`config.mk`:
```
export PLATFORM = sky130hd
export DESIGN_NAME = gtp_frame_parser
export DESIGN_NICKNAME = d
export VERILOG_FILES = /design/src/rtl/gtp_frame_parser.sv
export SDC_FILE = /design/constraint.sdc
export NUM_CORES = 1
export LEC_CHECK = 0
export CAP_MARGIN = 20
export CORE_UTILIZATION = 57
export DETAILED_ROUTE_END_ITERATION = 10
export DONT_BUFFER_PORTS = 1
export PLACE_DENSITY = 0.75
export SYNTH_ARGS = -nofsm -noshare
export SYNTH_HDL_FRONTEND = slang
export SYNTH_SLANG_ARGS = --single-unit
```
`constraint.sdc`:
```
create_clock -name core_clk -period 3.75 [get_ports core_clk]
set_input_delay 0.9375 -clock core_clk [delete_from_list [all_inputs] [get_ports core_clk]]
set_output_delay 0.9375 -clock core_clk [all_outputs]
set_load 0.005 [all_outputs]
```
`src/rtl/gtp_frame_parser.sv`:
```
// Recovers header/length/checksum framed packets from the GTP RX word stream
// and forwards payload as AXI-Stream. Optional trailer checksum: GTP_FRAME_CSUM_EN.
module gtp_frame_parser #(
  parameter logic [7:0]  SYNC_BYTE = 8'hA5,
  parameter int unsigned MAX_LEN   = 256
) (
  input  logic        core_clk,
  input  logic        reset,
  input  logic [31:0] gt2port_tdata,
  input  logic        gt2port_tvalid,
  output logic        gt2port_tready,
  input  logic        gt2port_tlast,
  output logic [31:0] pld_tdata,
  output logic        pld_tvalid,
  input  logic        pld_tready,
  output logic        pld_tlast,
  output logic [7:0]  pld_tuser,
  output logic        frame_ok,
  output logic        frame_err,
  output logic [1:0]  err_code,
  output logic [15:0] ok_cnt,
  output logic [15:0] err_cnt
);

  localparam logic [15:0] MAX_LEN_W = 16'(MAX_LEN);

`ifdef GTP_FRAME_CSUM_EN
  typedef enum logic [1:0] {HUNT = 2'd0, PAYLOAD = 2'd1, TRAILER = 2'd2} state_t;
`else
  typedef enum logic [1:0] {HUNT = 2'd0, PAYLOAD = 2'd1} state_t;
`endif

  state_t      state, next_state;
  logic [7:0]  type_q;
  logic [15:0] len_q;
  logic [15:0] cnt;
  logic        accept;
  logic        hdr_ok;
  logic        last_word;
  logic        unused_tlast;
`ifdef GTP_FRAME_CSUM_EN
  logic [31:0] csum;
`endif

  // Framing is in-band; the FIFO's tlast is tied high upstream.
  assign unused_tlast = gt2port_tlast;

  assign gt2port_tready = (state != PAYLOAD) || !pld_tvalid || pld_tready;
  assign accept         = gt2port_tvalid && gt2port_tready;
  assign hdr_ok         = (gt2port_tdata[31:24] == SYNC_BYTE) &&
                          (gt2port_tdata[15:0] != '0) &&
                          (gt2port_tdata[15:0] <= MAX_LEN_W);
  assign last_word      = ((cnt + 16'd1) == len_q);

  always_ff @(posedge core_clk or posedge reset) begin
    if (reset) state <= HUNT;
    else       state <= next_state;
  end

  always_comb begin
    next_state = state;
    case (state)
      HUNT:    if (accept && hdr_ok) next_state = PAYLOAD;
`ifdef GTP_FRAME_CSUM_EN
      PAYLOAD: if (accept && last_word) next_state = TRAILER;
      TRAILER: if (accept) next_state = HUNT;
`else
      PAYLOAD: if (accept && last_word) next_state = HUNT;
`endif
      default: next_state = HUNT;
    endcase
  end

  always_ff @(posedge core_clk or posedge reset) begin
    if (reset) begin
      type_q     <= '0;
      len_q      <= '0;
      cnt        <= '0;
      pld_tdata  <= '0;
      pld_tvalid <= 1'b0;
      pld_tlast  <= 1'b0;
      pld_tuser  <= '0;
      frame_ok   <= 1'b0;
      frame_err  <= 1'b0;
      err_code   <= '0;
      ok_cnt     <= '0;
      err_cnt    <= '0;
`ifdef GTP_FRAME_CSUM_EN
      csum       <= '0;
`endif
    end else begin
      frame_ok  <= 1'b0;
      frame_err <= 1'b0;
      err_code  <= '0;
      if (pld_tvalid && pld_tready) pld_tvalid <= 1'b0;

      case (state)
        HUNT: if (accept) begin
          if (hdr_ok) begin
            type_q <= gt2port_tdata[23:16];
            len_q  <= gt2port_tdata[15:0];
            cnt    <= '0;
`ifdef GTP_FRAME_CSUM_EN
            csum   <= gt2port_tdata;
`endif
          end else begin
            frame_err <= 1'b1;
            err_code  <= 2'b01;
          end
        end
        PAYLOAD: if (accept) begin
          // Accept here implies the output register is empty or draining this cycle.
          pld_tdata  <= gt2port_tdata;
          pld_tvalid <= 1'b1;
          pld_tlast  <= last_word;
          pld_tuser  <= type_q;
          cnt        <= cnt + 16'd1;
`ifdef GTP_FRAME_CSUM_EN
          csum       <= csum ^ gt2port_tdata;
`else
          if (last_word) frame_ok <= 1'b1;
`endif
        end
`ifdef GTP_FRAME_CSUM_EN
        TRAILER: if (accept) begin
          if (gt2port_tdata == csum) begin
            frame_ok <= 1'b1;
          end else begin
            frame_err <= 1'b1;
            err_code  <= 2'b10;
          end
        end
`endif
        default: ;
      endcase

      if (frame_ok && (ok_cnt != '1))   ok_cnt  <= ok_cnt + 16'd1;
      if (frame_err && (err_cnt != '1)) err_cnt <= err_cnt + 16'd1;
    end
  end

endmodule
```
---- After elaboration in Yosys (flattened, before gate mapping) ----
Index checks and enable logic that the tools add are counted.
word-level totals
  flip-flop bits (word level) ............. 120
  output and inout bits ................... 79
  logic and storage cells ................. 65
operators by class
  add/sub/neg operators ................... 3
  $lt $le $gt $ge ......................... 1
  equality and inequality tests ........... 11
  multiplexer cells ....................... 19
  reduce and logical (&&, ||, !) cells .... 18
operators by type and width
  operator               count
  $add 16x1->16 const B  3
  $mux 16                3
  $ne 16x16->1 const B   2
  $pmux 16 s2            1
  $eq 16x16->1           1
  $le 16x9->1 const B    1
  $reduce_bool 16->1     1
  $mux 1                 12
  $ne 2x2->1 const B     5
  $eq 8x8->1 const B     1
  $logic_and 1x1->1      8
  $mux 2                 2
  $pmux 2 s2             1
  $reduce_and 2->1       2
  $reduce_and 4->1       1
  $reduce_and 3->1       1
  $eq 2x1->1 const B     1
  $logic_not 2->1        1
  $logic_or 1x1->1       2
  $ne 2x1->1 const B     1
  $reduce_bool 2->1      1
  $logic_not 1->1        1

---- Logic depth before layout (Yosys ltp) ----
Gate-level depths: netlist of run 1.
  word-level depth ........................ 7
  mapped depth ............................ 8
  depth with buffers taken out ............ 7

---- Least setup slack after synthesis of run 1 ----
OpenSTA, ideal clock, no wires.
  path kind ............................... in2reg
  start ................................... in gt2port_tdata[4]
  end ..................................... reg len_q[3]
  setup time .............................. 0.125 ns
  data arrival time ....................... 2.575 ns
  setup slack ............................. 1.050 ns
  stages .................................. 7
  path buffers ............................ 2
  path through ............................ or4_1 -> o21ai_0 -> nor3b_2 -> and3b_1 -> buf_6 -> buf_12 -> mux2_4
between the ends
  longest elaborated chain between the ends .. 4
ends and longest elaborated chain
  element                                              RTL line  source
  from (decl)                                          9         input logic [31:0] gt2port_tdata,
  branches (longest 2 deep; another with $le 16x9->1)  n/a
  $logic_and 1x1->1 *                                  51        (gt2port_tdata[15:0] != '0) &&
  $reduce_and 3->1 (no line) *                         n/a
  to (signal assigned)                                 101       len_q <= gt2port_tdata[15:0];
  to (decl)                                            35        logic [15:0] len_q;
Mark *: on every way between the ends.
A chain may end at the register's enable or synchronous reset.

---- Final worst setup path of run 1 ----
  start ................................... reg cnt[4]
  end ..................................... reg pld_tlast
between the ends
  longest elaborated chain between the ends .. 2
ends and longest elaborated chain
  element                 RTL line  source
  from (decl)             36        logic [15:0] cnt;
  from (signal assigned)  117       cnt <= cnt + 16'd1;
  $add 16x1->16           53        assign last_word = ((cnt + 16'd1) == len_q);
  $eq 16x16->1            53
  to (signal assigned)    115       pld_tlast <= last_word;
  to (decl)               16        output logic pld_tlast,
No other way between the ends.

==> summary.txt, run 1 <==
Drt
  – Drt initial violations: 221
  – First-pass DRT Iterations: 4
  – Drt drc: 0
  – Final wirelength: 11300 um
  – Drt via density: 5.73
  – Drt wl/cell: 16.6 um
  – DRT antenna net count: 0
  – Vias: 3911

Synth
  – Number of synthesized register bits: 117
  – Synth Flop Type: dfrtp_1
  – Yosys cell types: 48
  – Ys Warns: 0
  – Mapped Cells: 538
  – Mean post-synth cell area: 10.1 sq um
  – Post-synthesis net count: 578
  – Post-synth EDFFs: 0
  – Sequential area share after synthesis: 54.1%
  – Cell area after synthesis: 5420 sq um
  – Async SR Flop Fraction: 100%

Power and ir drop
  – Switching pwr: 0.705 mW
  – Sw frac: 23.3%
  – Peak VDD IR: 0.277 mV
  – Comb pwr share: 3.5%
  – Internal Power: 2.32 mW
  – Power per cell area: 495 nW/um^2
  – Clk pwr share: 51.5%
  – Sequential Power Share: 44.9%
  – Leakage: 2.94 nW

Global routing
  – Vias in the first global route: 3971
  – Total GRT Usage: 24.2%
  – GR Overflow Total: 0
  – First-pass GRT wire length: 18600 um
  – Initial antenna violation count: 0
  – Largest net degree at the start of global routing: 85

Floorplan
  – Initial Util: 58.6%
  – Die Span X: 99.5 um
  – Die area: 9900 sq um
  – Total core area: 9240 sq um
  – Height of the die: 99.5 um
  – Standard-cell rows: 35
  – Io pins: 116

Cells and area
  – Fin util: 66.0%
  – Most frequent cells in the layout: 148 x nand2_1, 117 x dfrtp_1, 36 x xnor2_1, 23 x nand3_1, 23 x o21ai_0
  – # fillers: 676
  – Synth-to-layout area growth: 12.7%
  – Share of cells above drive strength 1: 11.7%
  – Commonest non-fill, non-tap cell in the layout: nand2_1
  – N_diodes: 0
  – Nets: 581

Run status
  – Run status: completed

STA
  – Final Cycle Share: 70.7%
  – Final hold slack: 0.418 ns
  – Slew HR: 49.5%
  – Final setup vio count: 0
  – Slew @ Worst Pin: 0.750 ns
  – Max Fclk: 0.377 GHz
  – RSZ-0062 raised after global routing: no
  – Hold Violations, Final: 0
  – Post-Route Skew: 0.00655 ns
  – Tmin final: 2.65 ns
  – Fin Setup TNS: 0 ns
  – Fin. max-slew vios: 0

Clock tree
  – Clk slew on worst S/H paths: 0.06 ns
  – CTS tree: done
  – Skew-Pair Late Insertion Delay: 0.51 ns
  – Post-CTS sizing: 0
  – Hold Buf Count CTS: 0
  – Clock buffer count from CTS: 17
  – Clk sinks: 117
  – CTS max path bufs: 2
  – Root buf cell: clkbuf_8
  – Post-CTS Setup Bufs: 0
  – H-Tree Depth: 4

Setup path
  – Critical Path End Type: register
  – Critical Path Start Type: register
  – Crit-path max cell delay: 0.61 ns
  – Crit path max fanout: 12
  – CP Cell Sequence: nand3_1, nor3_1, mux2i_1, nor3_1, nor4_1, a22o_1
  – Kind of critical path: register to register
  – CP max-delay cell: nor4_1
  – Arrival time worst endpoint: 3.10 ns
  – Critical Path Most Common Cell: nor3_1
  – CP required: 4.19 ns

Place
  – Post-DP HPWL: 7400 um
  – Port Buffers: 0
  – Final Wtd Congestion: 0.797

Hold path
  – Hold Crit Class: primary input to async pin

Flow run
  – # Max-Cap Violations: 0
[metal layers]
metal / GRT usage, % / wire length, um / share of wire (%)
met1: 28.4 / 4680 / 41
met3: 8.01 / 842 / 7.4
met4: 12.2 / 168 / 1.5
met2: 39.9 / 5640 / 50
met5: 0 / 0 / 0
[cell type report]
cell class	count	area (sq um)	area share [%]
multi-input combinational	392	2340	38.4
clock inverter	14	153	2.50
timing repair buffer	7	65.1	1.07
tap	129	161	2.65
inverter	6	26.3	0.431
clock buffer	18	428	7.01
sequential	117	2930	48.0
[cells by family after synthesis]
logic type / share of synthesized area (%)
xor+xnor: 7.76
fa+ha+maj: 0.693
compound gates: 6.14
other cells: 0.0692
buf+inv: 2.82
mux: 5.04
flops: 54.1
simple gates: 23.4
[synth_stat cells (2+ instances only)]
library cell	instances	area, sq um
nor3b_2	2	25.0
xor2_1	12	105
ha_1	3	37.5
buf_6	2	22.5
buf_4	3	22.5
dfrtp_1	117	2930
o21ai_0	23	115
buf_1	2	7.51
nand2_1	148	556
nor4_1	6	37.5
nor3b_1	3	22.5
nor2_1	20	75.1
and3_1	10	62.6
o21a_1	2	15.0
nand3_1	24	120
mux2_2	6	67.6
xnor2_1	36	315
clkbuf_1	14	52.6
o31ai_1	8	60.1
nand4_1	13	81.3
or4_1	2	15.0
nand3b_1	3	22.5
and2_1	5	31.3
a21oi_1	12	60.1
nor2b_1	8	50.1
inv_1	6	22.5
and4_1	4	35.0
nor3_1	6	30.0
a22o_1	2	17.5
a2111oi_0	2	17.5
nand2b_1	5	31.3
mux2_4	13	195
[critical path: cells and delay by family (launching register included)]
kind	cells	cell delay, ns
flops	1	0.58
mux	1	0.25
compound gates	1	0.23
simple gates	4	1.53
[power by group through the flow]
| stage | sequential (mW) | combinational (mW) | clock, mW |
|---|---|---|---|
| 2_1_floorplan | 1.37 | 0.0881 | 0 |
| 3_3_place_gp | 1.37 | 0.104 | 0 |
| 3_5_place_dp | 1.38 | 0.110 | 0 |
| 4_1_cts | 1.36 | 0.110 | 1.58 |
| 5_1_grt | 1.36 | 0.120 | 1.63 |
| 6_report | 1.36 | 0.107 | 1.56 |
[path summary, 6_finish.rpt]
| check | from | end | slack (ns) | cells past startpoint |
|---|---|---|---|---|
| worst max-delay path | cnt[4] | pld_tlast | 1.10 | 6 |
| worst min-delay path | reset | len_q[6] | 0.42 | 2 |
| worst max register to register | cnt[4] | pld_tlast | 1.10 | 6 |
| worst min register to register | type_q[4] | pld_tuser[4] | 0.47 | 2 |
| max in group asynchronous | reset | cnt[12] | 2.96 | 2 |
| min in group core_clk | type_q[4] | pld_tuser[4] | 0.47 | 2 |
[per-stage QoR]
step | setup WS, ns | instances | power [mW] | instance area, sq um
5_1_grt | 0.952 | 683 | 3.12 | 6100
4_1_cts | 1.13 | 683 | 3.04 | 6100
6_report | 1.10 | 683 | 3.02 | 6100
3_5_place_dp | 0.666 | 651 | 1.49 | 5520
2_1_floorplan | 1.05 | 538 | 1.45 | 5420
3_3_place_gp | 0.542 | 650 | 1.48 | 5510
[registers in the layout, indices dropped and copies added, names as in the netlist]
signal and flops:
state 1, cnt 16, err_code 1, len_q 16
pld_tdata 32, pld_tvalid 1, ok_cnt 16, err_cnt 16
pld_tlast 1, pld_tuser 8, frame_ok 1, type_q 8
(Power assumes the default switching activity.)
==> run 2: changes to the inputs <==
- clock period: 3.75 -> 2.2 ns (I/O delays scaled with it)
==> summary.txt, run 2 (synthesized netlist as in run 1, its figures left out) <==
STA
  – Post-Route Skew: 0.00542 ns
  – Max Fclk: 0.470 GHz
  – Hold Violations, Final: 0
  – Slew @ Worst Pin: 0.703 ns
  – RSZ-0062 raised after global routing: no
  – Final Cycle Share: 96.6%
  – Fin. max-slew vios: 0
  – Tmin final: 2.13 ns
  – Slew HR: 53.1%
  – Final setup vio count: 0

Drt
  – DRT antenna net count: 0
  – Drt via density: 5.76
  – Drt initial violations: 285
  – First-pass DRT Iterations: 5
  – Final wirelength: 11800 um
  – Drt drc: 0
  – Vias: 4069
  – Drt wl/cell: 16.6 um

Setup path
  – Crit path max fanout: 5
  – Kind of critical path: register to register
  – Critical Path Start Type: register
  – CP required: 2.64 ns
  – Critical Path End Type: register
  – Arrival time worst endpoint: 2.57 ns

Floorplan
  – Height of the die: 99.5 um
  – Die Span X: 99.5 um
  – Io pins: 116
  – Standard-cell rows: 35
  – Die area: 9900 sq um
  – Initial Util: 58.6%
  – Total core area: 9240 sq um

Global routing
  – Total GRT Usage: 25.0%
  – Largest net degree at the start of global routing: 62
  – Initial antenna violation count: 0
  – GR Overflow Total: 0
  – First-pass GRT wire length: 19100 um
  – Vias in the first global route: 4081

Cells and area
  – Max FFs per register: 32
  – Share of cells above drive strength 1: 16.1%
  – Biggest register: pld_tdata
  – Fin util: 68.8%
  – N_diodes: 0
  – Nets: 605
  – Finished Layout Cells: 707
  – Most frequent cells in the layout: 148 x nand2_1, 117 x dfrtp_1, 36 x xnor2_1, 25 x buf_4, 23 x nand3_1
  – Synth-to-layout area growth: 17.4%
  – Commonest non-fill, non-tap cell in the layout: nand2_1

Clock tree
  – CTS tree: done
  – Clk slew on worst S/H paths: 0.06 ns
  – H-Tree Depth: 4
  – Root buf cell: clkbuf_8
  – Skew-Pair Late Insertion Delay: 0.52 ns
  – Clk sinks: 117
  – Clock buffer count from CTS: 17
  – CTS max path bufs: 2

Flow run
  – # Max-Cap Violations: 0

Run status
  – Run status: completed

Place
  – Port Buffers: 0
  – Final Wtd Congestion: 0.841
  – Placed Instances: 674
  – Post-DP HPWL: 7910 um

Power and ir drop
  – Power per cell area: 821 nW/um^2
  – Tot Pwr: 5.22 mW
  – Leakage: 3.09 nW
  – Peak VDD IR: 0.507 mV

Hold path
  – Hold Crit Class: primary input to register
==> run 2: worst paths after layout <==
| path | startpoint | endpoint | slack, ns | cells after the start |
|---|---|---|---|---|
| worst max register to register | cnt[0] | frame_ok | 0.07 | 6 |
| worst max-delay path | cnt[0] | frame_ok | 0.07 | 6 |
| worst min register to register | type_q[5] | pld_tuser[5] | 0.47 | 2 |
| max in group asynchronous | reset | err_cnt[11] | 0.95 | 4 |
| worst min-delay path | gt2port_tdata[21] | pld_tdata[21] | 0.14 | 2 |
| min in group asynchronous | reset | len_q[15] | 0.57 | 2 |
==> run 2: cell type report <==
class / count / area [sq um]
Sequential cell: 117 / 2930
Fill cell: 681 / 2880
Multi-Input combinational cell: 392 / 2360
Clock buffer: 17 / 414
Timing Repair Buffer: 31 / 298
Clock inverter: 15 / 170
Tap cell: 129 / 161
Inverter: 6 / 26.3
==> run 2: timing repair <==
| item | 4_1_cts | 5_1_grt |
|---|---|---|
| hold buffers | 1 | 0 |
| resized for setup | 0 | 4 |
| hold endpoints to repair | 22 | 0 |
| setup buffers | 0 | 0 |
| endpoints found under the setup margin | 0 | 3 |
==> run 2: metrics by stage <==
stage / setup WS, ns / TNS (ns) / area, sq um / hold WS (ns)
after global placement: -0.206 / -4.29 / 5750 / 0.446
after floorplan: -0.0761 / -0.983 / 5430 / 0.435
final: 0.0743 / 0 / 6360 / 0.136
after CTS: 0.0816 / 0 / 6350 / 0.119
after detailed placement: -0.222 / -5.07 / 5750 / 0.454
after global routing: 0.0194 / 0 / 6360 / 0.121
==> run 2: metal layers <==
layer / share of wire [%] / global-route usage [%]
met1: 42 / 30.2
met2: 49 / 41.1
met3: 7.6 / 9.28
met4: 1.2 / 9.50
met5: 0 / 0
==> run 2: critical path: stages (launching register included) <==
cell       delay, ns
dfrtp_1         0.42
ha_2            0.31
xor2_1          0.18
a2111oi_0       0.45
nand4_1         0.17
and4bb_2        0.37
and2_1          0.16
==> run 2: where the power goes <==
part           switching, mW  leakage [nW]  internal [mW]  total (mW)
Combinational         0.0990          1.18         0.0903       0.189
Clock                   1.08         0.287           1.64        2.72
Sequential            0.0933          1.62           2.22        2.31
Total                   1.27          3.09           3.95        5.22
